===== config.mk =====
export PLATFORM = sky130hd
export DESIGN_NAME = id_ex_stage_flat
export DESIGN_NICKNAME = d
export VERILOG_FILES = /design/src/rtl/id_ex_stage_pkg.sv /design/src/rtl/id_ex_stage_if.sv /design/src/rtl/id_ex_stage_hazard_detect.sv /design/src/rtl/id_ex_stage.sv /design/src/flat_wrapper.sv
export SDC_FILE = /design/constraint.sdc
export NUM_CORES = 1
export LEC_CHECK = 0
export BUFFER_PORTS_ARGS = -buffer_cell sky130_fd_sc_hd__buf_2
export CAP_MARGIN = 5
export CORE_AREA = 2 2 133 135
export DETAILED_ROUTE_END_ITERATION = 12
export DIE_AREA = 0 0 135 137
export PLACE_DENSITY = 0.68
export SYNTH_ARGS = -nofsm -noshare
export SYNTH_HDL_FRONTEND = slang
export SYNTH_HIERARCHICAL = 1
export SYNTH_SLANG_ARGS = --single-unit

===== constraint.sdc =====
create_clock -name clk -period 2.95 [get_ports clk]
set_input_delay 0.295 -clock clk [delete_from_list [all_inputs] [get_ports clk]]
set_output_delay 0.295 -clock clk [all_outputs]
set_load 0.05 [all_outputs]

===== src/rtl/id_ex_stage_pkg.sv =====
// -----------------------------------------------------------------------------
// id_ex_stage_pkg -- shared pipeline definitions for the ID/EX boundary.
//
// Contents:
//   * width localparams for data and register indices
//   * alu_op_e  : 3-bit ALU operation encoding carried in the control bundle
//   * ctrl_t    : 10-bit control bundle
//                 {RegWrite, MemRead, MemWrite, MemtoReg, ALUSrc, Branch, Jump,
//                  ALUOp[2:0]}, RegWrite being bit 9
//   * ex_regs_t : the complete set of ID/EX pipeline registers
//   * stall_state_e : load-use stall FSM encoding
//   * sat_inc() : saturating 32-bit increment
// -----------------------------------------------------------------------------
package id_ex_stage_pkg;

    localparam int XLEN   = 32;
    localparam int REG_AW = 5;
    localparam int CTRL_W = 10;

    typedef enum logic [2:0] {
        ALU_ADD    = 3'b000,
        ALU_SUB    = 3'b001,
        ALU_RTYPE  = 3'b010,
        ALU_ITYPE  = 3'b011,
        ALU_BRANCH = 3'b100,
        ALU_LUI    = 3'b101,
        ALU_AUIPC  = 3'b110,
        ALU_PASS   = 3'b111
    } alu_op_e;

    // Field order defines bit positions: reg_write is bit 9, alu_op is [2:0].
    typedef struct packed {
        logic    reg_write;
        logic    mem_read;
        logic    mem_write;
        logic    mem_to_reg;
        logic    alu_src;
        logic    branch;
        logic    jump;
        alu_op_e alu_op;
    } ctrl_t;

    localparam ctrl_t CTRL_NOP = '0;

    typedef struct packed {
        logic              valid;
        logic [XLEN-1:0]   pc;
        logic [XLEN-1:0]   rs1_v;
        logic [XLEN-1:0]   rs2_v;
        logic [XLEN-1:0]   imm;
        logic [REG_AW-1:0] rs1_addr;
        logic [REG_AW-1:0] rs2_addr;
        logic [REG_AW-1:0] rd_addr;
        ctrl_t             ctrl;
    } ex_regs_t;

    typedef enum logic {
        ST_RUN   = 1'b0,
        ST_STALL = 1'b1
    } stall_state_e;

    function automatic logic [31:0] sat_inc(input logic [31:0] v);
        return (v == 32'hFFFF_FFFF) ? v : v + 32'd1;
    endfunction

endpackage


===== src/rtl/id_ex_stage_if.sv =====
// -----------------------------------------------------------------------------
// id_ex_stage_if -- bundle of all non-clock signals of the ID/EX stage.
//
// Signals:
//   ID_valid, ID_pc, ID_rs1_v, ID_rs2_v, ID_imm,
//   ID_rs1_addr, ID_rs2_addr, ID_rd_addr, ID_ctrl   decode-side instruction
//   flush   branch/jump taken in EX, squash decode
//   hold    global freeze from the memory side
//   EX_*    registered copies feeding EX forwarding
//   pc_write, if_id_write   enables for PC and IF/ID registers
//   stall_cnt               load-use stall cycle counter
//
// Modports:
//   master : decode/control side (drives ID_*, flush, hold)
//   slave  : the id_ex_stage itself
// -----------------------------------------------------------------------------
interface id_ex_stage_if;
    import id_ex_stage_pkg::*;

    logic              ID_valid;
    logic [XLEN-1:0]   ID_pc;
    logic [XLEN-1:0]   ID_rs1_v;
    logic [XLEN-1:0]   ID_rs2_v;
    logic [XLEN-1:0]   ID_imm;
    logic [REG_AW-1:0] ID_rs1_addr;
    logic [REG_AW-1:0] ID_rs2_addr;
    logic [REG_AW-1:0] ID_rd_addr;
    ctrl_t             ID_ctrl;
    logic              flush;
    logic              hold;

    logic              EX_valid;
    logic [XLEN-1:0]   EX_pc;
    logic [XLEN-1:0]   EX_rs1_v;
    logic [XLEN-1:0]   EX_rs2_v;
    logic [XLEN-1:0]   EX_imm;
    logic [REG_AW-1:0] EX_rs1_addr;
    logic [REG_AW-1:0] EX_rs2_addr;
    logic [REG_AW-1:0] EX_rd_addr;
    ctrl_t             EX_ctrl;
    logic              pc_write;
    logic              if_id_write;
    logic [31:0]       stall_cnt;

    modport master (
        output ID_valid, ID_pc, ID_rs1_v, ID_rs2_v, ID_imm,
               ID_rs1_addr, ID_rs2_addr, ID_rd_addr, ID_ctrl, flush, hold,
        input  EX_valid, EX_pc, EX_rs1_v, EX_rs2_v, EX_imm,
               EX_rs1_addr, EX_rs2_addr, EX_rd_addr, EX_ctrl,
               pc_write, if_id_write, stall_cnt
    );

    modport slave (
        input  ID_valid, ID_pc, ID_rs1_v, ID_rs2_v, ID_imm,
               ID_rs1_addr, ID_rs2_addr, ID_rd_addr, ID_ctrl, flush, hold,
        output EX_valid, EX_pc, EX_rs1_v, EX_rs2_v, EX_imm,
               EX_rs1_addr, EX_rs2_addr, EX_rd_addr, EX_ctrl,
               pc_write, if_id_write, stall_cnt
    );

endinterface


===== src/rtl/id_ex_stage_hazard_detect.sv =====
// -----------------------------------------------------------------------------
// hazard_detect -- purely combinational load-use comparator.
//
// Ports:
//   ex_valid, ex_mem_read, ex_rd_addr   instruction currently in EX
//   id_valid, id_rs1_addr, id_rs2_addr  instruction currently in ID
//   load_use                            ID needs a value EX is still loading
//
// Both source indices are compared even if the consumer ignores rs2; the
// occasional unnecessary stall is cheaper than decoding operand usage here.
// x0 is never a real destination, so a load to x0 never stalls.
// -----------------------------------------------------------------------------
module hazard_detect
    import id_ex_stage_pkg::*;
(
    input  logic              ex_valid,
    input  logic              ex_mem_read,
    input  logic [REG_AW-1:0] ex_rd_addr,
    input  logic              id_valid,
    input  logic [REG_AW-1:0] id_rs1_addr,
    input  logic [REG_AW-1:0] id_rs2_addr,
    output logic              load_use
);

    logic rd_nonzero;
    logic src_match;

    assign rd_nonzero = (ex_rd_addr != '0);
    assign src_match  = (ex_rd_addr == id_rs1_addr) || (ex_rd_addr == id_rs2_addr);
    assign load_use   = ex_valid && ex_mem_read && rd_nonzero && id_valid && src_match;

endmodule


===== src/rtl/id_ex_stage.sv =====
// -----------------------------------------------------------------------------
// id_ex_stage -- ID/EX pipeline register with load-use stall insertion.
//
// Ports:
//   clk    sole clock, rising edge
//   rst_n  asynchronous active-low reset
//   bus    id_ex_stage_if.slave (ID_* in, flush, hold, EX_* out,
//          pc_write, if_id_write, stall_cnt)
//
// Priority of per-cycle actions: hold > flush > load-use > normal load.
//   hold     : every EX_* register and the stall FSM keep their value,
//              PC and IF/ID are frozen.
//   flush    : a bubble (valid=0, ctrl=0) enters EX, front end keeps running.
//   load-use : a bubble enters EX, PC and IF/ID are frozen for that cycle so
//              the consumer re-presents itself and enters EX on the next edge.
// A bubble still copies the ID data fields; only valid and ctrl are cleared.
//
// Configuration:
//   ID_EX_STALL_CNT_EN  defined   -> saturating 32-bit stall_cnt counter
//                       undefined -> stall_cnt tied to 0, no counter flops
// -----------------------------------------------------------------------------
module id_ex_stage
    import id_ex_stage_pkg::*;
(
    input  logic          clk,
    input  logic          rst_n,
    id_ex_stage_if.slave  bus
);

    ex_regs_t     ex_q;
    ex_regs_t     ex_d;
    stall_state_e state_q;
    stall_state_e state_d;
    logic         load_use;
    logic         bubble;
    logic         accept_stall;
    logic         front_en;

    // ------------------------------------------------------------------
    // Hazard comparator looks at the registered EX state and live ID.
    // ------------------------------------------------------------------
    hazard_detect u_hazard_detect (
        .ex_valid    (ex_q.valid),
        .ex_mem_read (ex_q.ctrl.mem_read),
        .ex_rd_addr  (ex_q.rd_addr),
        .id_valid    (bus.ID_valid),
        .id_rs1_addr (bus.ID_rs1_addr),
        .id_rs2_addr (bus.ID_rs2_addr),
        .load_use    (load_use)
    );

    assign bubble       = bus.flush || load_use;
    assign accept_stall = load_use && !bus.flush && !bus.hold;

    // ------------------------------------------------------------------
    // Next value of the ID/EX registers.
    // ------------------------------------------------------------------
    always_comb begin
        // NOTE: start from the held value so every path assigns ex_d; a
        // missing branch would otherwise infer a latch.
        ex_d = ex_q;
        if (!bus.hold) begin
            ex_d.pc       = bus.ID_pc;
            ex_d.rs1_v    = bus.ID_rs1_v;
            ex_d.rs2_v    = bus.ID_rs2_v;
            ex_d.imm      = bus.ID_imm;
            ex_d.rs1_addr = bus.ID_rs1_addr;
            ex_d.rs2_addr = bus.ID_rs2_addr;
            ex_d.rd_addr  = bus.ID_rd_addr;
            ex_d.valid    = bus.ID_valid && !bubble;
            // An empty slot must never carry live control into EX.
            ex_d.ctrl     = ex_d.valid ? bus.ID_ctrl : CTRL_NOP;
        end
    end

    // NOTE: the data fields are reset along with valid/ctrl because
    // downstream forwarding compares EX_rd_addr directly and reset must
    // present all-zero EX outputs.
    always_ff @(posedge clk or negedge rst_n) begin
        if (!rst_n) begin
            ex_q <= '0;
        end else begin
            // NOTE: non-blocking so every flop samples pre-edge values
            // regardless of statement order across always_ff blocks.
            ex_q <= ex_d;
        end
    end

    // ------------------------------------------------------------------
    // Stall FSM: RUN -> STALL on an accepted load-use, STALL -> RUN on
    // the next cycle unless another load-use is accepted; hold freezes it.
    // ------------------------------------------------------------------
    always_ff @(posedge clk or negedge rst_n) begin
        if (!rst_n) begin
            state_q <= ST_RUN;
        end else begin
            state_q <= state_d;
        end
    end

    always_comb begin
        state_d  = state_q;
        front_en = 1'b1;
        unique case (state_q)
            ST_RUN: begin
                if (bus.hold) begin
                    front_en = 1'b0;
                end else if (accept_stall) begin
                    state_d  = ST_STALL;
                    front_en = 1'b0;
                end
            end
            ST_STALL: begin
                if (bus.hold) begin
                    front_en = 1'b0;
                end else if (accept_stall) begin
                    front_en = 1'b0;
                end else begin
                    state_d = ST_RUN;
                end
            end
        endcase
    end

    // While in reset the front end must be free to refetch from the reset PC.
    assign bus.pc_write    = !rst_n || front_en;
    assign bus.if_id_write = !rst_n || front_en;

    // ------------------------------------------------------------------
    // Optional stall counter.
    // ------------------------------------------------------------------
`ifdef ID_EX_STALL_CNT_EN
    logic [31:0] stall_cnt_q;

    always_ff @(posedge clk or negedge rst_n) begin
        if (!rst_n) begin
            stall_cnt_q <= '0;
        end else if (accept_stall) begin
            stall_cnt_q <= sat_inc(stall_cnt_q);
        end
    end

    assign bus.stall_cnt = stall_cnt_q;
`else
    assign bus.stall_cnt = '0;
`endif

    // ------------------------------------------------------------------
    // Output mapping.
    // ------------------------------------------------------------------
    assign bus.EX_valid    = ex_q.valid;
    assign bus.EX_pc       = ex_q.pc;
    assign bus.EX_rs1_v    = ex_q.rs1_v;
    assign bus.EX_rs2_v    = ex_q.rs2_v;
    assign bus.EX_imm      = ex_q.imm;
    assign bus.EX_rs1_addr = ex_q.rs1_addr;
    assign bus.EX_rs2_addr = ex_q.rs2_addr;
    assign bus.EX_rd_addr  = ex_q.rd_addr;
    assign bus.EX_ctrl     = ex_q.ctrl;

endmodule


===== src/flat_wrapper.sv =====
// flat-port wrapper written by rule: the top's interface ports become plain ports
module id_ex_stage_flat import id_ex_stage_pkg::*;
  (clk, rst_n, bus_ID_valid, bus_ID_pc, bus_ID_rs1_v, bus_ID_rs2_v, bus_ID_imm, bus_ID_rs1_addr, bus_ID_rs2_addr, bus_ID_rd_addr, bus_ID_ctrl, bus_flush, bus_hold, bus_EX_valid, bus_EX_pc, bus_EX_rs1_v, bus_EX_rs2_v, bus_EX_imm, bus_EX_rs1_addr, bus_EX_rs2_addr, bus_EX_rd_addr, bus_EX_ctrl, bus_pc_write, bus_if_id_write, bus_stall_cnt);
  id_ex_stage_if bus_i ();
  input  logic clk;
  input  logic rst_n;
  input wire logic [$bits(bus_i.ID_valid)-1:0] bus_ID_valid;
  input wire logic [$bits(bus_i.ID_pc)-1:0] bus_ID_pc;
  input wire logic [$bits(bus_i.ID_rs1_v)-1:0] bus_ID_rs1_v;
  input wire logic [$bits(bus_i.ID_rs2_v)-1:0] bus_ID_rs2_v;
  input wire logic [$bits(bus_i.ID_imm)-1:0] bus_ID_imm;
  input wire logic [$bits(bus_i.ID_rs1_addr)-1:0] bus_ID_rs1_addr;
  input wire logic [$bits(bus_i.ID_rs2_addr)-1:0] bus_ID_rs2_addr;
  input wire logic [$bits(bus_i.ID_rd_addr)-1:0] bus_ID_rd_addr;
  input wire logic [$bits(bus_i.ID_ctrl)-1:0] bus_ID_ctrl;
  input wire logic [$bits(bus_i.flush)-1:0] bus_flush;
  input wire logic [$bits(bus_i.hold)-1:0] bus_hold;
  output wire logic [$bits(bus_i.EX_valid)-1:0] bus_EX_valid;
  output wire logic [$bits(bus_i.EX_pc)-1:0] bus_EX_pc;
  output wire logic [$bits(bus_i.EX_rs1_v)-1:0] bus_EX_rs1_v;
  output wire logic [$bits(bus_i.EX_rs2_v)-1:0] bus_EX_rs2_v;
  output wire logic [$bits(bus_i.EX_imm)-1:0] bus_EX_imm;
  output wire logic [$bits(bus_i.EX_rs1_addr)-1:0] bus_EX_rs1_addr;
  output wire logic [$bits(bus_i.EX_rs2_addr)-1:0] bus_EX_rs2_addr;
  output wire logic [$bits(bus_i.EX_rd_addr)-1:0] bus_EX_rd_addr;
  output wire logic [$bits(bus_i.EX_ctrl)-1:0] bus_EX_ctrl;
  output wire logic [$bits(bus_i.pc_write)-1:0] bus_pc_write;
  output wire logic [$bits(bus_i.if_id_write)-1:0] bus_if_id_write;
  output wire logic [$bits(bus_i.stall_cnt)-1:0] bus_stall_cnt;
  assign bus_i.ID_valid = bus_ID_valid;
  assign bus_i.ID_pc = bus_ID_pc;
  assign bus_i.ID_rs1_v = bus_ID_rs1_v;
  assign bus_i.ID_rs2_v = bus_ID_rs2_v;
  assign bus_i.ID_imm = bus_ID_imm;
  assign bus_i.ID_rs1_addr = bus_ID_rs1_addr;
  assign bus_i.ID_rs2_addr = bus_ID_rs2_addr;
  assign bus_i.ID_rd_addr = bus_ID_rd_addr;
  assign bus_i.ID_ctrl = bus_ID_ctrl;
  assign bus_i.flush = bus_flush;
  assign bus_i.hold = bus_hold;
  assign bus_EX_valid = bus_i.EX_valid;
  assign bus_EX_pc = bus_i.EX_pc;
  assign bus_EX_rs1_v = bus_i.EX_rs1_v;
  assign bus_EX_rs2_v = bus_i.EX_rs2_v;
  assign bus_EX_imm = bus_i.EX_imm;
  assign bus_EX_rs1_addr = bus_i.EX_rs1_addr;
  assign bus_EX_rs2_addr = bus_i.EX_rs2_addr;
  assign bus_EX_rd_addr = bus_i.EX_rd_addr;
  assign bus_EX_ctrl = bus_i.EX_ctrl;
  assign bus_pc_write = bus_i.pc_write;
  assign bus_if_id_write = bus_i.if_id_write;
  assign bus_stall_cnt = bus_i.stall_cnt;
  id_ex_stage u_core (.clk(clk), .rst_n(rst_n), .bus(bus_i));
endmodule

# ---- Yosys cells after proc, flatten, opt, wreduce, memory -nomap -nowiden
# Cells that the tools add are included.
dict set report word_totals {
  ff_bits 154
  elab_cells 36
  input_bits 158
}
dict set report classes {
  eq_ne 2
  n_mux 3
  reduce_logical 15
}
# op n
set ops {}
lappend ops {{== test 5 bit} 2}
lappend ops {{two-way mux 10 bit} 1}
lappend ops {{logical AND 1 bit} 7}
lappend ops {{nonzero test 5 bit} 1}
lappend ops {{logical NOT 1 bit} 4}
lappend ops {{logical OR 1 bit} 3}
lappend ops {{two-way mux 1 bit} 2}

# ---- Logic depth before layout (Yosys ltp)
# Gate-level depths: netlist (run 1).
dict set report depth {
  word_depth 9
  ltp_mapped 7
  ltp_nobuf 6
}

# ---- By module
# The synthesis (run 1) kept the hierarchy.
# module area_each_um2 instances cells_each
set by_module_without_submodules {}
lappend by_module_without_submodules {id_ex_stage 6093.3 1 374}
lappend by_module_without_submodules {hazard_detect 128.9 1 17}

# ---- Worst setup path before layout (run 1)
# Ideal clock, no wire load.
dict set report synth_path {
  kind {reg-to-output}
  start {register u_core.ex_q (netlist bit u_core/bus.EX_rd_addr[3])}
  end {output bus_pc_write}
  required_time_ns 2.655
  n_path_buf 1
  path_stages_with_launch 7
  slack_ns -0.383
  arrival_time_ns 3.038
  path_cell_list {dfrtp_1 or4_1 o2111ai_1 a21oi_1 nor2b_1 o21ai_0 buf_4}
}
dict set report synth_between {
  elab_chain_cells 9
}
# item line_no
set synth_lines {}
lappend synth_lines {{start, declared} id_ex_stage.sv:30} ;# ex_regs_t ex_q;
lappend synth_lines {{start signal, assigned} id_ex_stage.sv:81} ;# ex_q <= '0;
lappend synth_lines {{start signal, assigned} id_ex_stage.sv:85} ;# ex_q <= ex_d;
lappend synth_lines {{nonzero test 5 bit} id_ex_stage_hazard_detect.sv:28} ;# assign rd_nonzero = (ex_rd_addr != '0);
lappend synth_lines {{logical AND 1 bit (2 in a row)} id_ex_stage_hazard_detect.sv:30} ;# assign load_use = ex_valid && ex_mem_read && rd_nonzero && id_valid && src_match;
lappend synth_lines {{logical AND 1 bit (*)} id_ex_stage_hazard_detect.sv:30}
lappend synth_lines {{net u_core.load_use} id_ex_stage.sv:34} ;# logic load_use;
lappend synth_lines {{logical AND 1 bit (*) (2 in a row)} id_ex_stage.sv:53} ;# assign accept_stall = load_use && !bus.flush && !bus.hold;
lappend synth_lines {{two-way mux 1 bit (*)} {id_ex_stage.sv:108, id_ex_stage.sv:116}}
lappend synth_lines {{two-way mux 1 bit (*)} {id_ex_stage.sv:106, id_ex_stage.sv:114}}
lappend synth_lines {{logical OR 1 bit (*)} -}
lappend synth_lines {{end, declared} flat_wrapper.sv:27} ;# output wire logic [$bits(bus_i.pc_write)-1:0] bus_pc_write;
# The timed path passes the listed nets; every way through them passes the cells marked *.

# ---- Final worst setup path (run 1)
dict set report layout_path {
  start {register u_core.ex_q (netlist bit u_core/bus.EX_rd_addr[3])}
  end {output bus_if_id_write}
}
dict set report layout_between {
  elab_chain_cells 9
}
# item line_no
set layout_lines {}
lappend layout_lines {{nonzero test 5 bit} id_ex_stage_hazard_detect.sv:28}
lappend layout_lines {{logical AND 1 bit (2 in a row)} id_ex_stage_hazard_detect.sv:30}
lappend layout_lines {{logical AND 1 bit (*)} id_ex_stage_hazard_detect.sv:30}
lappend layout_lines {{net u_core.load_use} id_ex_stage.sv:34}
lappend layout_lines {{logical AND 1 bit (*) (2 in a row)} id_ex_stage.sv:53}
lappend layout_lines {{two-way mux 1 bit (*)} {id_ex_stage.sv:108, id_ex_stage.sv:116}}
lappend layout_lines {{two-way mux 1 bit (*)} {id_ex_stage.sv:106, id_ex_stage.sv:114}}
lappend layout_lines {{logical OR 1 bit (*)} id_ex_stage.sv:127} ;# assign bus.if_id_write = !rst_n || front_en;
lappend layout_lines {{end, declared} flat_wrapper.sv:28} ;# output wire logic [$bits(bus_i.if_id_write)-1:0] bus_if_id_write;
# Marked as above.

==> results of run 1 <==
[sequential cells by signal, summed over array words and instances, names as in the netlist]
name	count
u_core/bus.EX_rs1_v	32
u_core/bus.EX_rs2_addr	5
u_core/bus.EX_ctrl	10
u_core/bus.EX_valid	1
u_core/bus.EX_rs2_v	32
u_core/bus.EX_pc	32
u_core/bus.EX_imm	32
u_core/bus.EX_rs1_addr	5
u_core/bus.EX_rd_addr	5
[critical path: stages (launching register included)]
cell	delay (ns)
dfrtp_1	0.43
or4_1	0.53
o2111ai_1	0.19
a21oi_1	0.08
nor2b_1	0.13
o21ai_1	0.12
buf_2	0.28
[final timing paths]
check | cells past startpoint | to | slack (ns)
max in group asynchronous | 3 | u_core/bus.EX_pc[3] | 1.72
hold / removal | 2 | u_core/bus.EX_pc[18] | 0.09
setup / recovery | 6 | bus_if_id_write | 0.47
min in group asynchronous | 2 | u_core/bus.EX_pc[0] | 0.26
setup reg to reg | 6 | u_core/bus.EX_valid | 1.06
hold reg to reg | 1 | u_core/bus.EX_pc[20] | 0.49
[per-layer routing]
layer  vias up  wire (um)  part of all wire (%)
met5         -          0                     0
met4         0        240                   1.6
met1      2007       5710                    39
li1       1928          -                     -
met2       206       7320                    50
met3        20       1300                   8.9
[per-stage QoR]
step | hold slack [ns] | instances | instance area (um2) | util (%)
floorplan | -0.000591 | 422 | 6340 | -
global placement | 0.126 | 913 | 7830 | 45.9
detailed placement | 0.126 | 913 | 7830 | 45.9
CTS | 0.0710 | 946 | 8400 | 49.2
global route | 0.0797 | 946 | 8400 | 49.2
finish | 0.0880 | 946 | 8400 | 49.2
[synthesized netlist by cell type]
master	number
xnor2_1	4
conb_1	1
or4_1	1
o21ai_0	1
nor3b_1	1
o2111ai_1	1
dfrtp_1	154
buf_6	16
nor2b_1	11
a21oi_1	1
xor2_1	6
buf_2	2
a22o_1	10
mux2_1	3
nand3_1	2
mux2_2	141
nor3_1	2
buf_4	34
[report_power, final]
group	leakage (nW)	switching [mW]	internal, mW
Clock	0.264	0.880	1.17
Sequential	1.82	0.102	2.32
Combinational	2.07	1.12	0.418
[final cells by class]
type                    instances  area, um2  area share (%)
clock inverters                13        120            1.43
repair buffers                319       1660            19.8
clock buffers                  19        433            5.16
well taps                     225        282            3.35
multi-input cells             216       2040            24.3
flip-flops and latches        154       3850            45.9
[what timing repair did]
item / 4_1_cts / 5_1_grt
endpoints found under the hold margin: 8 / 0
setup endpoints to repair: 0 / 0
hold buffers: 1 / 0
[kinds of logic after synthesis]
logic type                Yosys count  synth area share [%]
muxes                             144                  26.1
other                               1                0.0603
xor gates and xnor gates           10                  1.41
AOI/OAI and AO/OA                  13                  1.71
buffers and inverters              52                  7.16
and+or+nand+nor                    17                  1.67
DFF                               154                  61.9
==> reports/metrics.csv, run 1 <==
stage;metric;value;unit
outcome;status;complete, no violations;
clocking;cts_buffer_depth;2;
yosys;yosysWarnings;6;
sta;setup_ws;0.473;ns
routing;first_pass_iters;4;
yosys;ys_top_cells_by_area;dfrtp_1, mux2_2, buf_4;
power;leakage;4.15;nW
critical_path;crit_start;u_core/bus.EX_rd_addr[3];
routing;route.antenna.remaining_nets;0;
layout;antenna_cells;0;
yosys;ys_seq_elements;154;
sta;rsz0062_at_grt;false;
floorplan;num_rows;48;
yosys;synth_cell_types;18;
global_routing;track_usage;15.4;%
routing;vias_per_cell;4.40;
sta;maxSlewViolCount;0;
worst_hold_path;min_path_type;input port to register;
global_routing;use_met2;25.4;%
floorplan;coreArea;17100;um2
placed_design;port_buffers;313;
critical_path;crit_path_start_kind;register;
layout;layout_common_cells;buf_2, dfrtp_1, mux2_2;
sta;fmax;404;MHz
clocking;cts.reportedPaths.clkPinSlew;0.07;ns
routing;drtIter0Drc;83;
sta;fin_setup_tns;0;ns
clocking;postCtsResizedCells;0;
power;power.density;714;nW/um2
yosys;synth_top_cell_area_share;61.9;%
sta;fin_worst_skew;0.00870;ns
yosys;synth_cells;391;
yosys;synthesis.area;6220;um2
global_routing;grtUsageMet1;18.3;%
global_routing;grt_max_degree;89;
global_routing;grt_pass1_wl;21700;um
critical_path;worst-endpoint-arrival;2.18;ns
sta;hold_viol;0;
clocking;clock_latency;0.41;ns
floorplan;die-height;137;um
critical_path;crit_path_end_kind;primary output;
clocking;cts_tree;built;
yosys;synth_top_cell_by_area;dfrtp_1;
sta;fin_crit;2.48;ns
layout;nets;866;
clocking;htree_levels;4;
floorplan;start_util;36.5;%
global_routing;top_usage_layer;met2;
worst_hold_path;min_from;bus_ID_pc[18];
layout;final_common_cell;buf_2;
critical_path;worstSetupPathType;register to primary output;
placed_design;hpwl;10900;um
placed_design;pre_cts_ws;0.916;ns
clocking;cts-root-buf;clkbuf_16;
sta;fin_crit_sh;84.0;%
critical_path;required;2.65;ns
clocking;cts_setup_buffers;0;
clocking;cts_inserted_buffers;17;
global_routing;grt_pass1_vias;4130;
power;vdd_drop_max;0.420;mV
sta;setup_viol;0;
floorplan;fp.dieW;135;um
sta;worstMarginPinSlew;0.750;ns
floorplan;io_pins;346;
yosys;ys_seq_area_share;61.9;%
yosys;avgSynthCellArea;15.9;um2
critical_path;r2r_start;u_core/bus.EX_rd_addr[3];
routing;wl;14600;um
power;p_total;6.00;mW
sta;slew_headroom;50.0;%
floorplan;dieArea;18500;um2
global_routing;grt_use_met3;6.19;%
routing;wire_per_inst;15.4;um
layout;drive_above_1_share;68.0;%
routing;drc;0;
layout;area_growth;34.9;%
clocking;clkSinkCount;154;
placed_design;place.gp.congestion;0.793;
flow_run;max_cap_violations;0;
global_routing;antenna_found_initial;0;
layout;fillers;1521;
global_routing;globalRoute.totalOverflow;0;
critical_path;crit_fanout;5;
routing;vias;4161;
No activity file was read; power rests on OpenSTA's default activity.
==> run 2, diff against run 1 <==
--- a/config.mk
+++ b/config.mk
@@ -7,9 +7,9 @@
 export LEC_CHECK = 0
 export BUFFER_PORTS_ARGS = -buffer_cell sky130_fd_sc_hd__buf_2
 export CAP_MARGIN = 5
-export CORE_AREA = 2 2 133 135
+export CORE_AREA = 2 2 136 138
 export DETAILED_ROUTE_END_ITERATION = 12
-export DIE_AREA = 0 0 135 137
+export DIE_AREA = 0 0 138 140
 export PLACE_DENSITY = 0.68
 export SYNTH_ARGS = -nofsm -noshare
 export SYNTH_HDL_FRONTEND = slang
==> constraint.sdc (replaced) <==
create_clock -name clk -period 2.2 [get_ports clk]
set_input_delay 0.22 -clock clk [delete_from_list [all_inputs] [get_ports clk]]
set_output_delay 0.22 -clock clk [all_outputs]
set_load 0.05 [all_outputs]
==> run 2 against run 1 <==
Effect of this change:
- core utilization fell by 1.0 points
- the flow now finishes with violations (setup timing)
- non-clock buffer count rose by 7
- sequential power rose by 34%
- design area rose by 2.1%
- clock skew fell by 0.0010 ns
- largest cell class unchanged
- clock power rose by 49%
==> reports/metrics.csv, run 2 (synthesis gave the netlist of run 1 again) <==
stage;metric;value;unit;change
outcome;status;finished, violations left;;
outcome;failed_checks;setup timing;;
floorplan;start_util;35.0;%;-1.5 points
critical_path;crit_fanout;2;;-3
layout;seqCellArea;3860;um2;+0.13%
floorplan;num_rows;49;;+2.1%
sta;whs;0.0228;ns;-0.0652 ns
critical_path;r2r_start;u_core/bus.EX_rd_addr[0];;
routing;wire_per_inst;15.1;um;-1.7%
sta;maxSlewViolCount;0;;unchanged
routing;drtIter0Drc;123;;+48%
floorplan;io_pins;346;;unchanged
clocking;cts.reportedPaths.clkPinSlew;0.06;ns;about the same
critical_path;reg2regPathDepth;7;;+1
worst_hold_path;min_path_type;input port to register;;
power;power.density;976;nW/um2;+37%
layout;antenna_cells;0;;unchanged
clocking;clock_latency;0.41;ns;about the same
critical_path;ff2ff_setup_slack;0.24;ns;-0.82 ns
sta;setup_ws;-0.0621;ns;-0.535 ns
clocking;clkSinkCount;154;;unchanged
floorplan;die-height;140;um;+2.2%
critical_path;crit_path_start_kind;register;;
placed_design;port_buffers;313;;unchanged
power;p_total;8.37;mW;+40%
sta;slew_headroom;59.3;%;+9.3 points
layout;area_growth;37.8;%;
global_routing;antenna_found_initial;0;;unchanged
sta;fmax;442;MHz;
floorplan;fp.dieW;138;um;+2.2%
critical_path;cpPeakStageDelay;0.53;ns;about the same
routing;wl;14500;um;-0.56%
sta;hold_viol;0;;unchanged
critical_path;crit_path_end_kind;primary output;;
floorplan;coreArea;17800;um2;+4.2%
layout;drive_above_1_share;69.5;%;+1.5 points
layout;layout_common_cells;buf_2, dfrtp_1, mux2_2;;
sta;worstMarginPinSlew;0.611;ns;-0.140 ns
critical_path;cp_slowest_cell;or4_4;;
routing;vias;4202;;+0.99%
clocking;cts-root-buf;clkbuf_16;;
worst_hold_path;hold_depth;2;;unchanged
routing;drc;0;;unchanged
layout;multi_input_area;2070;um2;+1.3%
worst_hold_path;min_to;u_core/bus.EX_pc[14];;
global_routing;globalRoute.totalOverflow;0;;unchanged
flow_run;max_cap_violations;0;;unchanged
sta;rsz0062_at_grt;true;;
critical_path;required;1.98;ns;-0.67 ns
sta;fin_worst_skew;0.00767;ns;-0.00103 ns
routing;route.antenna.remaining_nets;0;;unchanged
global_routing;grt_pass1_wl;23400;um;+7.7%
critical_path;crit_chain;or4_4 > o2111ai_2 > a21oi_2 > nor2b_4 > o21ai_4 > buf_6;;
clocking;cts_inserted_buffers;17;;unchanged
routing;vias_per_cell;4.39;;-0.18%
placed_design;place.gp.congestion;0.785;;-0.95%
layout;fillers;1623;;+6.7%
routing;first_pass_iters;4;;unchanged
floorplan;dieArea;19300;um2;+4.5%
clocking;cts_buffer_depth;2;;unchanged
power;leakage;4.22;nW;+1.8%
global_routing;track_usage;15.0;%;-0.37 points
placed_design;hpwl;10800;um;-1.2%
sta;fin_crit;2.26;ns;
critical_path;timing.rr.end;u_core/bus.EX_ctrl[1];;
layout;final_common_cell;buf_2;;
power;vdd_drop_max;0.487;mV;+16%
global_routing;grt_pass1_vias;4551;;+10%
clocking;cts_tree;built;;
sta;fin_crit_sh;103;%;
critical_path;worstSetupPathType;register to primary output;;
worst_hold_path;min_from;bus_ID_pc[14];;
critical_path;worst-endpoint-arrival;2.04;ns;-0.14 ns
sta;setup_viol;2;;+2
clocking;htree_levels;4;;unchanged
global_routing;grt_max_degree;77;;-13%
layout;nets;873;;+0.81%
==> run 2: cell types whose count changed in the layout (fill, tap and decap cells not counted), moves of 4 or more <==
cell / change
buf_6: +4
dfrtp_2: +4
dfrtp_1: -4
buf_4: +5
==> run 2: how the worst max path moves through the flow <==
| stage | from | end | slack, ns | depth (start not counted) |
|---|---|---|---|---|
| 2_1_floorplan | u_core/bus.EX_rd_addr[0] | bus_pc_write | -0.03 | 6 |
| 6_report | u_core/bus.EX_rd_addr[0] | bus_if_id_write | -0.06 | 6 |
| 3_3_place_gp | u_core/bus.EX_rd_addr[0] | bus_pc_write | 0.23 | 6 |
| 5_1_grt | u_core/bus.EX_rd_addr[0] | bus_if_id_write | -0.13 | 6 |
| 3_5_place_dp | u_core/bus.EX_rd_addr[0] | bus_pc_write | 0.22 | 6 |
| 4_1_cts | u_core/bus.EX_rd_addr[0] | bus_pc_write | -0.10 | 6 |
==> run 2: per-layer routing <==
layer / wire length, um / global-route usage [%]
met5: 0 / 0
met3: 1140 / 5.13
met2: 7390 / 25.8
met1: 5670 / 17.1
met4: 282 / 6.12
==> run 2: layout make-up <==
cell class	instances	share of cell area, %
Clock buffer	20	5.33
Clock inverter	12	1.90
Multi-Input combinational cell	216	24.2
Sequential cell	154	45.0
Tap cell	229	3.34
Timing Repair Buffer	326	20.3
==> run 2: metrics by stage <==
stage | setup WS [ns] | TNS [ns] | instances | util [%] | instance area (um2)
detailed placement | 0.218 | 0 | 920 | 44.3 | 7880
CTS | -0.102 | -0.204 | 957 | 48.2 | 8560
floorplan | -0.0270 | -0.0270 | 422 | - | 6360
finish | -0.0621 | -0.124 | 957 | 48.2 | 8570
global placement | 0.234 | 0 | 920 | 44.3 | 7880
global route | -0.133 | -0.263 | 957 | 48.2 | 8570
==> run 2: power by group <==
group,switching [mW],internal [mW]
Combinational,1.50,0.576
Sequential,0.134,3.11
Clock,1.19,1.86
==> run 2: worst max-delay path, delay by kind of cell, from the launching register on <==
| kind | cells | cell delay, ns |
|---|---|---|
| and+or+nand+nor | 2 | 0.66 |
| DFF | 1 | 0.40 |
| AOI/OAI and AO/OA | 3 | 0.40 |
| buffers and inverters | 1 | 0.18 |
==> run 2: repair_timing <==
item,CTS,global route
buffers inserted,4,0
pin swaps,2,2
hold buffers,1,0
setup endpoints to repair,2,2
endpoints found under the hold margin,30,0
resized for setup,7,3
==> run 3, diff against run 2 <==
--- a/config.mk
+++ b/config.mk
@@ -15,3 +15,4 @@
 export SYNTH_HDL_FRONTEND = slang
 export SYNTH_HIERARCHICAL = 1
 export SYNTH_SLANG_ARGS = --single-unit
+export TNS_END_PERCENT = 5
==> run 3 against run 2 <==
Effect of this change:
- the flow still finishes with violations (setup timing)
- setup slack better by 0.0011 ns
- sequential cell count unchanged
- sequential power barely moved
- critical path depth did not move
- design area is essentially flat
- largest cell class unchanged
- clock skew is essentially flat
- global-route usage stayed put
- critical endpoint unchanged
- highest routed layer unchanged
- largest power group unchanged
- maximum frequency about the same
- core utilization about the same
- sequential share of layout area about the same
- via count fell by 0.36%
==> reports/metrics.csv, run 3 (synthesis gave the netlist of run 1 again) <==
stage;metric;value;unit;change
power;p_int;5.54;mW;about the same
worst_hold_path;hold_depth;2;;unchanged
layout;layout_common_cells;buf_2, dfrtp_1, mux2_2;;
sta;fin_crit;2.26;ns;-0.00106 ns
critical_path;crit_start;u_core/bus.EX_rd_addr[0];;
sta;fin_setup_tns;-0.121;ns;+0.00212 ns
clocking;clkSinkCount;154;;unchanged
routing;vias_per_cell;4.38;;-0.36%
global_routing;grt_max_degree;77;;unchanged
outcome;status;finished, violations left;;
layout;antenna_cells;0;;unchanged
sta;maxSlewViolCount;0;;unchanged
power;seqPwrFrac;38.7;%;about the same
worst_hold_path;min_from;bus_ID_pc[14];;
layout;final_common_cell;buf_2;;
routing;first_pass_iters;4;;unchanged
worst_hold_path;min_path_type;input port to register;;
placed_design;post_dp_cell_area;7880;um2;unchanged
placed_design;pre_cts_ws;0.218;ns;unchanged
global_routing;grt_pass1_wl;23400;um;unchanged
sta;rsz0062_at_grt;true;;
floorplan;io_pins;346;;unchanged
critical_path;crit_path_start_kind;register;;
power;switching_share;33.7;%;about the same
clocking;htree_levels;4;;unchanged
global_routing;track_usage;15.0;%;unchanged
sta;setup_viol;2;;unchanged
global_routing;grt_pass1_vias;4551;;unchanged
placed_design;place.gp.congestion;0.785;;unchanged
floorplan;start_util;35.0;%;unchanged
floorplan;fp.dieW;138;um;unchanged
layout;fillers;1620;;-0.18%
critical_path;reg2regPathDepth;7;;unchanged
sta;setup_ws;-0.0610;ns;+0.00106 ns
critical_path;crit_path_end_kind;primary output;;
layout;postLayoutCellArea;8570;um2;about the same
routing;wire_per_inst;15.1;um;-0.17%
placed_design;port_buffers;313;;unchanged
floorplan;die-height;140;um;unchanged
routing;drtIter0Drc;126;;+2.4%
sta;hold_viol;0;;unchanged
routing;wl;14500;um;-0.17%
power;power.density;976;nW/um2;about the same
power;vdd_drop_max;0.487;mV;about the same
floorplan;num_rows;49;;unchanged
routing;route.antenna.remaining_nets;0;;unchanged
routing;drc;0;;unchanged
power;p_switching;2.82;mW;about the same
clocking;cts_buffer_depth;2;;unchanged
placed_design;dp.cells;920;;unchanged
floorplan;dieArea;19300;um2;unchanged
layout;drive_above_1_share;69.5;%;unchanged
global_routing;antenna_found_initial;0;;unchanged
sta;fmax;442;MHz;about the same
global_routing;globalRoute.totalOverflow;0;;unchanged
critical_path;r2r_start;u_core/bus.EX_rd_addr[0];;
critical_path;crit_fanout;2;;unchanged
power;combPwrFrac;24.8;%;about the same
layout;area_growth;37.7;%;about the same
power;clkPwrFrac;36.5;%;about the same
routing;vias;4187;;-0.36%
flow_run;max_cap_violations;0;;unchanged
sta;slew_headroom;59.3;%;about the same
clocking;cts.reportedPaths.clkPinSlew;0.06;ns;about the same
clocking;cts-root-buf;clkbuf_16;;
clocking;clock_latency;0.41;ns;about the same
clocking;cts_tree;built;;
power;leakage;4.22;nW;about the same
floorplan;coreArea;17800;um2;unchanged
sta;worstMarginPinSlew;0.611;ns;+0.0000494 ns
sta;fin_crit_sh;103;%;about the same
critical_path;worst-endpoint-arrival;2.04;ns;about the same
layout;nets;873;;unchanged
clocking;cts_inserted_buffers;17;;unchanged
outcome;failed_checks;setup timing;;
layout;final_cells;957;;unchanged
placed_design;hpwl;10800;um;unchanged
critical_path;required;1.98;ns;about the same
sta;fin_worst_skew;0.00772;ns;+0.0000527 ns
critical_path;worstSetupPathType;register to primary output;;
==> run 3: final cells by class <==
class | count | area [um2] | share of cell area (%)
tap | 229 | 287 | 3.34
multi-input combinational | 216 | 2070 | 24.2
clock inverter | 12 | 163 | 1.90
sequential | 154 | 3860 | 45.0
timing repair buffer | 326 | 1730 | 20.2
clock buffer | 20 | 457 | 5.33
==> run 3: stage by stage <==
| step | power (mW) | hold slack [ns] | utilization (%) |
|---|---|---|---|
| finish | 8.37 | 0.0228 | 48.2 |
| global route | 8.71 | 0.00185 | 48.2 |
| CTS | 8.49 | 0.000832 | 48.2 |
| detailed placement | 5.37 | 0.129 | 44.3 |
| global placement | 5.34 | 0.133 | 44.3 |
| floorplan | 4.84 | -0.0756 | - |
==> run 3: worst paths after layout <==
path / to / slack, ns
worst max-delay path: bus_if_id_write / -0.06
worst min-delay path: u_core/bus.EX_pc[14] / 0.02
worst max register to register: u_core/bus.EX_valid / 0.23
worst min register to register: u_core/bus.EX_pc[14] / 0.49
max in group asynchronous: u_core/bus.EX_rs2_v[23] / 1.00
min in group asynchronous: u_core/bus.EX_rs1_addr[2] / 0.26
==> run 3: power by group through the flow <==
stage	combinational (mW)	sequential, mW	clock (mW)
2_1_floorplan	0.561	4.28	0
3_3_place_gp	2.06	3.28	0
3_5_place_dp	2.07	3.30	0
4_1_cts	2.09	3.24	3.15
5_1_grt	2.17	3.28	3.26
6_report	2.07	3.24	3.05
==> run 3: critical path, stage by stage, from the launching register on <==
cell and delay (ns):
dfrtp_2 0.41, or4_4 0.53, o2111ai_2 0.19, a21oi_2 0.06, nor2b_4 0.13, o21ai_4 0.14
buf_6 0.18
==> run 3: routing by layer <==
layer	vias up	wire length, um	part of all wire, %	global-route usage [%]
met5	-	0	0	0
met4	0	282	2.0	6.12
met3	19	1130	7.8	5.13
met2	201	7390	51	25.8
met1	2024	5660	39	17.1
li1	1943	-	-	-
==> run 3: what timing repair did <==
item,in CTS,in global routing
hold endpoints to repair,30,0
pin swaps,2,1
setup buffers,4,0
setup endpoints to repair,2,2
resized for setup,7,2
hold buffers,1,0
